<file path="config.mk">
export PLATFORM = sky130hd
export DESIGN_NAME = comparador_serial
export DESIGN_NICKNAME = d
export VERILOG_FILES = /design/src/rtl/comparador_serial.sv
export SDC_FILE = /design/constraint.sdc
export NUM_CORES = 1
export LEC_CHECK = 0
export ABC_CLOCK_PERIOD_IN_PS = 1800
export CAP_MARGIN = 0
export CORE_MARGIN = 2
export CORE_UTILIZATION = 35
export CTS_CLUSTER_DIAMETER = 120
export DETAILED_ROUTE_END_ITERATION = 8
export PLACE_DENSITY = 0.57
export SYNTH_ARGS = -nofsm -noshare
export SYNTH_HDL_FRONTEND = slang
export SYNTH_SLANG_ARGS = --single-unit
</file>
<file path="constraint.sdc">
create_clock -name clk -period 1.8 [get_ports clk]
set_input_delay 0.36 -clock clk [delete_from_list [all_inputs] [get_ports clk]]
set_output_delay 0.36 -clock clk [all_outputs]
set_load 0.05 [all_outputs]
</file>
<file path="src/rtl/comparador_serial.sv">
// Serial MSB-first magnitude comparator: one bit per clock, first difference wins.
// Supports unsigned/two's-complement operands and optional early exit on the first differing bit.
module comparador_serial #(
  parameter int K = 4
) (
  input  logic         clk,
  input  logic         reset,
  input  logic         inicio,
  input  logic [K-1:0] A,
  input  logic [K-1:0] B,
  input  logic         con_signo,
  input  logic         temprana,
  output logic         listo,
  output logic         valido,
  output logic         mayor,
  output logic         menor,
  output logic         igual
);

  localparam int IW = $clog2(K);
  localparam logic [IW-1:0] I_MSB = IW'(K - 1);

  typedef enum logic [1:0] {REPOSO, COMPARA, FIN} estado_t;

  estado_t       estado, siguiente;
  logic [K-1:0]  ar, br;
  logic          sr, tr;
  logic [IW-1:0] i;
  logic          m, n;
  logic          m_nx, n_nx;
  logic          cierra;

  always_ff @(posedge clk) begin
    if (reset) estado <= REPOSO;
    else       estado <= siguiente;
  end

  always_comb begin
    siguiente = estado;
    listo     = 1'b0;
    valido    = 1'b0;
    m_nx      = m;
    n_nx      = n;
    cierra    = 1'b0;
    case (estado)
      REPOSO: begin
        listo = 1'b1;
        if (inicio) siguiente = COMPARA;
      end
      COMPARA: begin
        // In signed mode the sign bit carries inverted weight, so its sense flips.
        if (!m && !n) begin
          if (sr && i == I_MSB) begin
            m_nx = ~ar[i] & br[i];
            n_nx = ar[i] & ~br[i];
          end else begin
            m_nx = ar[i] & ~br[i];
            n_nx = ~ar[i] & br[i];
          end
        end
        cierra = (i == '0) || (tr && (m_nx || n_nx));
        if (cierra) siguiente = FIN;
      end
      FIN: begin
        valido    = 1'b1;
        siguiente = REPOSO;
      end
      default: siguiente = REPOSO;
    endcase
  end

  // Results load on the FIN-entry edge so they are already stable while valido is high.
  always_ff @(posedge clk) begin
    if (reset) begin
      ar    <= '0;
      br    <= '0;
      sr    <= 1'b0;
      tr    <= 1'b0;
      i     <= '0;
      m     <= 1'b0;
      n     <= 1'b0;
      mayor <= 1'b0;
      menor <= 1'b0;
      igual <= 1'b0;
    end else begin
      case (estado)
        REPOSO: begin
          if (inicio) begin
            ar <= A;
            br <= B;
            sr <= con_signo;
            tr <= temprana;
            i  <= I_MSB;
            m  <= 1'b0;
            n  <= 1'b0;
          end
        end
        COMPARA: begin
          m <= m_nx;
          n <= n_nx;
          if (cierra) begin
            mayor <= m_nx;
            menor <= n_nx;
            igual <= ~(m_nx | n_nx);
          end else begin
            i <= i - 1'b1;
          end
        end
        default: ;
      endcase
    end
  end

endmodule
</file>
== Yosys cells after proc, flatten, opt, wreduce, memory -nomap -nowiden ==
Cells that the tools add are included.

* Latch bits: 0
* Flip-flop bits (word level): 19
* Memories kept: 0
* Bits in writable memories: 0
* Memory bits (read-only): 0

* Shift operators: 0
* Reductions and logical operators: 15
* $add $sub $neg: 1
* Equality and inequality tests: 6
* Magnitude comparators: 1
* Multipliers: 0
* Multiplexer cells: 24
* Div/mod/pow operators: 0
* Bitwise gates (word level): 6

{| class="wikitable"
|+ Operator list
! cell !! number
|-
| $mux W1 || 14
|-
| $mux W2 || 4
|-
| $pmux W2 S2 || 2
|-
| $reduce_and A2 Y1 || 4
|-
| $ne A2 B2 Y1 const B || 3
|-
| $bmux W1 S2 || 2
|-
| $eq A2 B2 Y1 const B || 2
|-
| $logic_not A2 Y1 || 2
|-
| $pmux W1 S2 || 2
|-
| $logic_and A1 B1 Y1 || 3
|-
| $lt A2 B3 Y1 const B || 1
|-
| $not A1 Y1 || 3
|-
| $reduce_and A3 Y1 || 1
|-
| $and A1 B1 Y1 || 2
|-
| $eq A2 B1 Y1 const B || 1
|-
| $logic_not A1 Y1 || 2
|-
| $logic_or A1 B1 Y1 || 2
|-
| $reduce_bool A2 Y1 || 1
|-
| $sub A2 B1 Y2 const B || 1
|-
| $or A1 B1 Y1 || 1
|}

== Logic depth before layout (Yosys ltp) ==
* Depth in word-level cells: 13
* Gate-level depth with buffers: 7

== Worst setup path before layout ==
OpenSTA, ideal clock, no wires.

* Path type: register to register
* Start point: register i[0]
* End point: register igual
* Required time: 1.730 ns
* Data arrival time: 1.758 ns
* Stages on the path, launching flop included: 5
* Setup slack: -0.029 ns
* Period minus slack after synthesis: 1.829 ns
* Path buffers: 0
* Path through: dfxtp_1 -> mux4_2 -> xor2_1 -> or4_1 -> a21oi_1

* Cells in the longest elaborated chain, start to end: 12
* Elaborated cells on any way between the ends: 26

{| class="wikitable"
|+ RTL lines
! item !! line !! text
|-
| start: declaration || 28 || <nowiki>logic [IW-1:0] i;</nowiki>
|-
| start signal: assignment || 106 || <nowiki>i <= i - 1'b1;</nowiki>
|-
| $bmux W1 S2 || -- ||
|-
| $mux W1 (not written as such) || -- ||
|-
| $not A1 Y1 (on tied branches) || -- ||
|-
| $and A1 B1 Y1 (on tied branches) || -- ||
|-
| $mux W1 || 53 || <nowiki>if (sr && i == I_MSB) begin</nowiki>
|-
| $mux W1 || 52 || <nowiki>if (!m && !n) begin</nowiki>
|-
| $mux W1 || 45 || <nowiki>case (estado)</nowiki>
|-
| $logic_or A1 B1 Y1 || 61 || <nowiki>cierra = (i == '0) || (tr && (m_nx || n_nx));</nowiki>
|-
| $logic_and A1 B1 Y1 || 61 ||
|-
| $logic_or A1 B1 Y1 || 61 ||
|-
| $mux W1 || 45 ||
|-
| $reduce_and A2 Y1 (no line) || -- ||
|-
| end signal: assignment || 104 || <nowiki>igual <= ~(m_nx | n_nx);</nowiki>
|-
| end: declaration || 17 || <nowiki>output logic igual</nowiki>
|}

Parallel ways exist; a longest one is shown, timed or not. The select of a mux whose other input is x is not followed.
A chain may end at the register's enable or synchronous reset.

== Worst setup path after layout ==
* Start point: register i[0]
* End point: register i[0]

* Cells in the longest elaborated chain, start to end: 13
* Elaborated cells on any way between the ends: 26

{| class="wikitable"
|+ RTL lines
! item !! line
|-
| $bmux W1 S2 || --
|-
| $mux W1 (not written as such) || --
|-
| $not A1 Y1 (on tied branches) || --
|-
| $and A1 B1 Y1 (on tied branches) || --
|-
| $mux W1 || 53
|-
| $mux W1 || 52
|-
| $mux W1 || 45
|-
| $logic_or A1 B1 Y1 || 61
|-
| $logic_and A1 B1 Y1 || 61
|-
| $logic_or A1 B1 Y1 || 61
|-
| $mux W1 || 45
|-
| $ne A2 B2 Y1 (no line) || --
|-
| $reduce_and A3 Y1 (no line) || --
|}

Parallel ways exist; a longest one is shown, timed or not. The select of a mux whose other input is x is not followed.

==> impl_results.md <==
- Outcome: finished clean
- Hold buffer count at cts: 0
- Clk slew on worst S/H paths: around 0.10 ns
- Worst R2R Start: i[0]$_SDFFE_PP0P_
- Leakage power: 0.000453 µW
- Max-Cap Viols: 0
- HP Start: br[0]$_SDFFE_PP0P_
- Synth-to-Final Area Change: 31.4%
- Root Buffer: clkbuf_4
- Worst skew pair latency: around 0.3 ns
- Post-Route Setup TNS: 0 ns
- ANT cells: 0
- First drt pass iteration count: 4
- Fmax: 574 MHz
- Detailed-placement wirelength estimate: 1.50 mm
- Fillers: 248
- Vias in the first global route: 760
- Synthesized cell area: 905 µm²
- Crit path DAT: 1.96 ns
- CP Max Fanout: 6
- Critical Path Source: i[0]$_SDFFE_PP0P_
- Ys Warns: 0
- Via density: about 5.3
- Seq cells post-synth: 19
- Die Wd: 54.8 µm
- Gr usage total: 0.153
- CTS tree: done
- Most common cell after layout, fill and taps aside: nand2_1
- Hold Crit Class: reg -> reg
- Nets: 146
- Kind of critical path: reg -> reg
- WL/cell: 12.2 µm
- I/O pin count: 18
- Period Utilization, post-route: 0.968
- Reg2Reg Setup Slack: 0.06 ns
- Initial antenna violation count: 0
- Setup crit end kind: flip-flop
- Syn_area_per_cell: 8.30 µm²
- Critical path data required time: between 2 and 2.5 ns
- Clk_skew: 0.00494 ns
- Worst slew margin: 0.762
- Post-synthesis sequential area ratio: 0.420
- Cells after synthesis: roughly 110
- Clock sink count: 19
- CP Launch Type: flip-flop
- First-pass GRT wire length: approximately 3.2 mm
- Post-synthesis cell type count: 28
- Row count: 18
- CTS buffer count: 3
- Final min period: 1.74 ns
- H-tree levels: 1
- Unrepaired setup endpoints after global routing: true
- # Post-CTS Setup Buffers: 0
- Dpl cells: around 160
- Peak VDD IR: 0.570 mV
- Worst-Margin Slew: about 0.36 ns
- DRC marker count from the first detailed-route iteration: 7
- Final Cell Area: 1190 µm²
- Most frequent cells in the layout: nand2_1 (23), dfxtp_1 (18), a21oi_1 (14)
- Die area: 3010 µm²
- PD cells: 1360 nW/µm²
- Max Slew Vio Count: 0
- Remaining antenna violation count: 0
- Vias: 843
- Core box area: 2450 µm²
- GP Congestion: 0.761
- Post-Syn Nets: 124
- Share of layout cells above drive strength 1: 0.177
- Dpl cell area: 1130 µm²
- Total power: about 1600 µW
- Die Ht: 54.8 µm
- Total routed wirelength: just under 2 mm
- Setup-failing EPs final: 0
- Clock buffer depth: 2
- Initial Utilization: 0.369
- Global route overflow: 0
- Largest net degree at the start of global routing: 14
- Final non-filler cell total: 160
- I/O Buffers: 17
- Final Hold Fails: 0
- DRC: 0
==> cell usage after synthesis <==
| cell type | count | area, µm² |
|---|---|---|
| dfxtp_1 | 19 | 380 |
| xor2_1 | 1 | 8.76 |
| ha_1 | 2 | 25.0 |
| nor2b_1 | 3 | 18.8 |
| a21oi_1 | 15 | 75.1 |
| and2b_1 | 1 | 7.51 |
| mux4_2 | 2 | 45.0 |
| or4_1 | 2 | 15.0 |
| mux2i_1 | 1 | 10.0 |
| nor3_1 | 7 | 35.0 |
| o21a_1 | 1 | 7.51 |
| a221oi_1 | 2 | 17.5 |
| clkbuf_1 | 4 | 15.0 |
| xnor2_1 | 1 | 8.76 |
| or2_2 | 1 | 6.26 |
| a2111o_1 | 2 | 22.5 |
| o31ai_1 | 1 | 7.51 |
| a211oi_1 | 1 | 7.51 |
| nor4_1 | 2 | 12.5 |
| nand2b_1 | 1 | 6.26 |
| o2111ai_1 | 1 | 8.76 |
| inv_1 | 3 | 11.3 |
| nor2_1 | 5 | 18.8 |
| buf_1 | 1 | 3.75 |
| nor3b_1 | 3 | 22.5 |
| nand2_1 | 23 | 86.3 |
| and2_1 | 1 | 6.26 |
| o21ai_0 | 3 | 15.0 |
==> worst paths after layout <==
kind | cells after the start | end
worst max-delay path | 5 | i[0]$_SDFFE_PP0P_
worst min-delay path | 2 | br[0]$_SDFFE_PP0P_
worst max register to register | 5 | i[0]$_SDFFE_PP0P_
worst min register to register | 2 | br[0]$_SDFFE_PP0P_
==> layout make-up <==
type	count	area, µm²	share of cell area
clock buffers	3	22.5	0.0189
clock inverters	1	5.00	0.00421
repair buffers	22	208	0.175
multi-input cells	82	520	0.438
well taps	30	37.5	0.0316
flip-flops and latches	19	384	0.323
inverters	3	11.3	0.00947
==> power breakdown <==
group          leakage, µW  internal, µW  total [µW]  switching [µW]
Clock            0.0000177          82.9         216             133
Sequential        0.000156           512         598            86.2
Combinational     0.000279           349         804             456
==> stage by stage <==
step | hold slack [ns] | utilization | setup slack, ns
floorplan | 0.433 | - | 0.0404
global placement | 0.447 | 0.461 | 0.0201
detailed placement | 0.451 | 0.461 | 0.00356
CTS | 0.466 | 0.473 | 0.0102
global route | 0.488 | 0.484 | -0.0324
finish | 0.462 | 0.484 | 0.0567
==> what timing repair did <==
item,in CTS,in global routing
setup endpoints to repair,4,7
gates resized for setup,1,6
pin swaps,0,1
==> flip-flops by register name, indices dropped and copies added, names as in the netlist <==
register	cells
ar	4
menor	1
estado	2
igual	1
tr	1
n	1
m	1
sr	1
mayor	1
br	4
i	2
==> layer usage <==
layer  vias up  track usage  share of wire
li1        429            -              -
met1       391        0.170           0.44
met2        18        0.264           0.50
met3         5       0.0601          0.053
met4         0       0.0458          0.011
met5         -            0              0
==> critical path: stages, from the launching register on <==
cell	delay, ns
dfxtp_4	0.40
mux4_2	0.55
xor2_1	0.19
buf_4	0.14
o21a_1	0.20
o31ai_2	0.17
==> logic make-up after synthesis <==
logic type / Yosys count / share of synthesized area
simple gates: 49 / 0.260
compound gates: 26 / 0.178
flops: 19 / 0.420
buf+inv: 8 / 0.0332
mux: 3 / 0.0609
xor+xnor: 2 / 0.0194
fa+ha+maj: 2 / 0.0277
No activity file was read; power rests on OpenSTA's default activity.
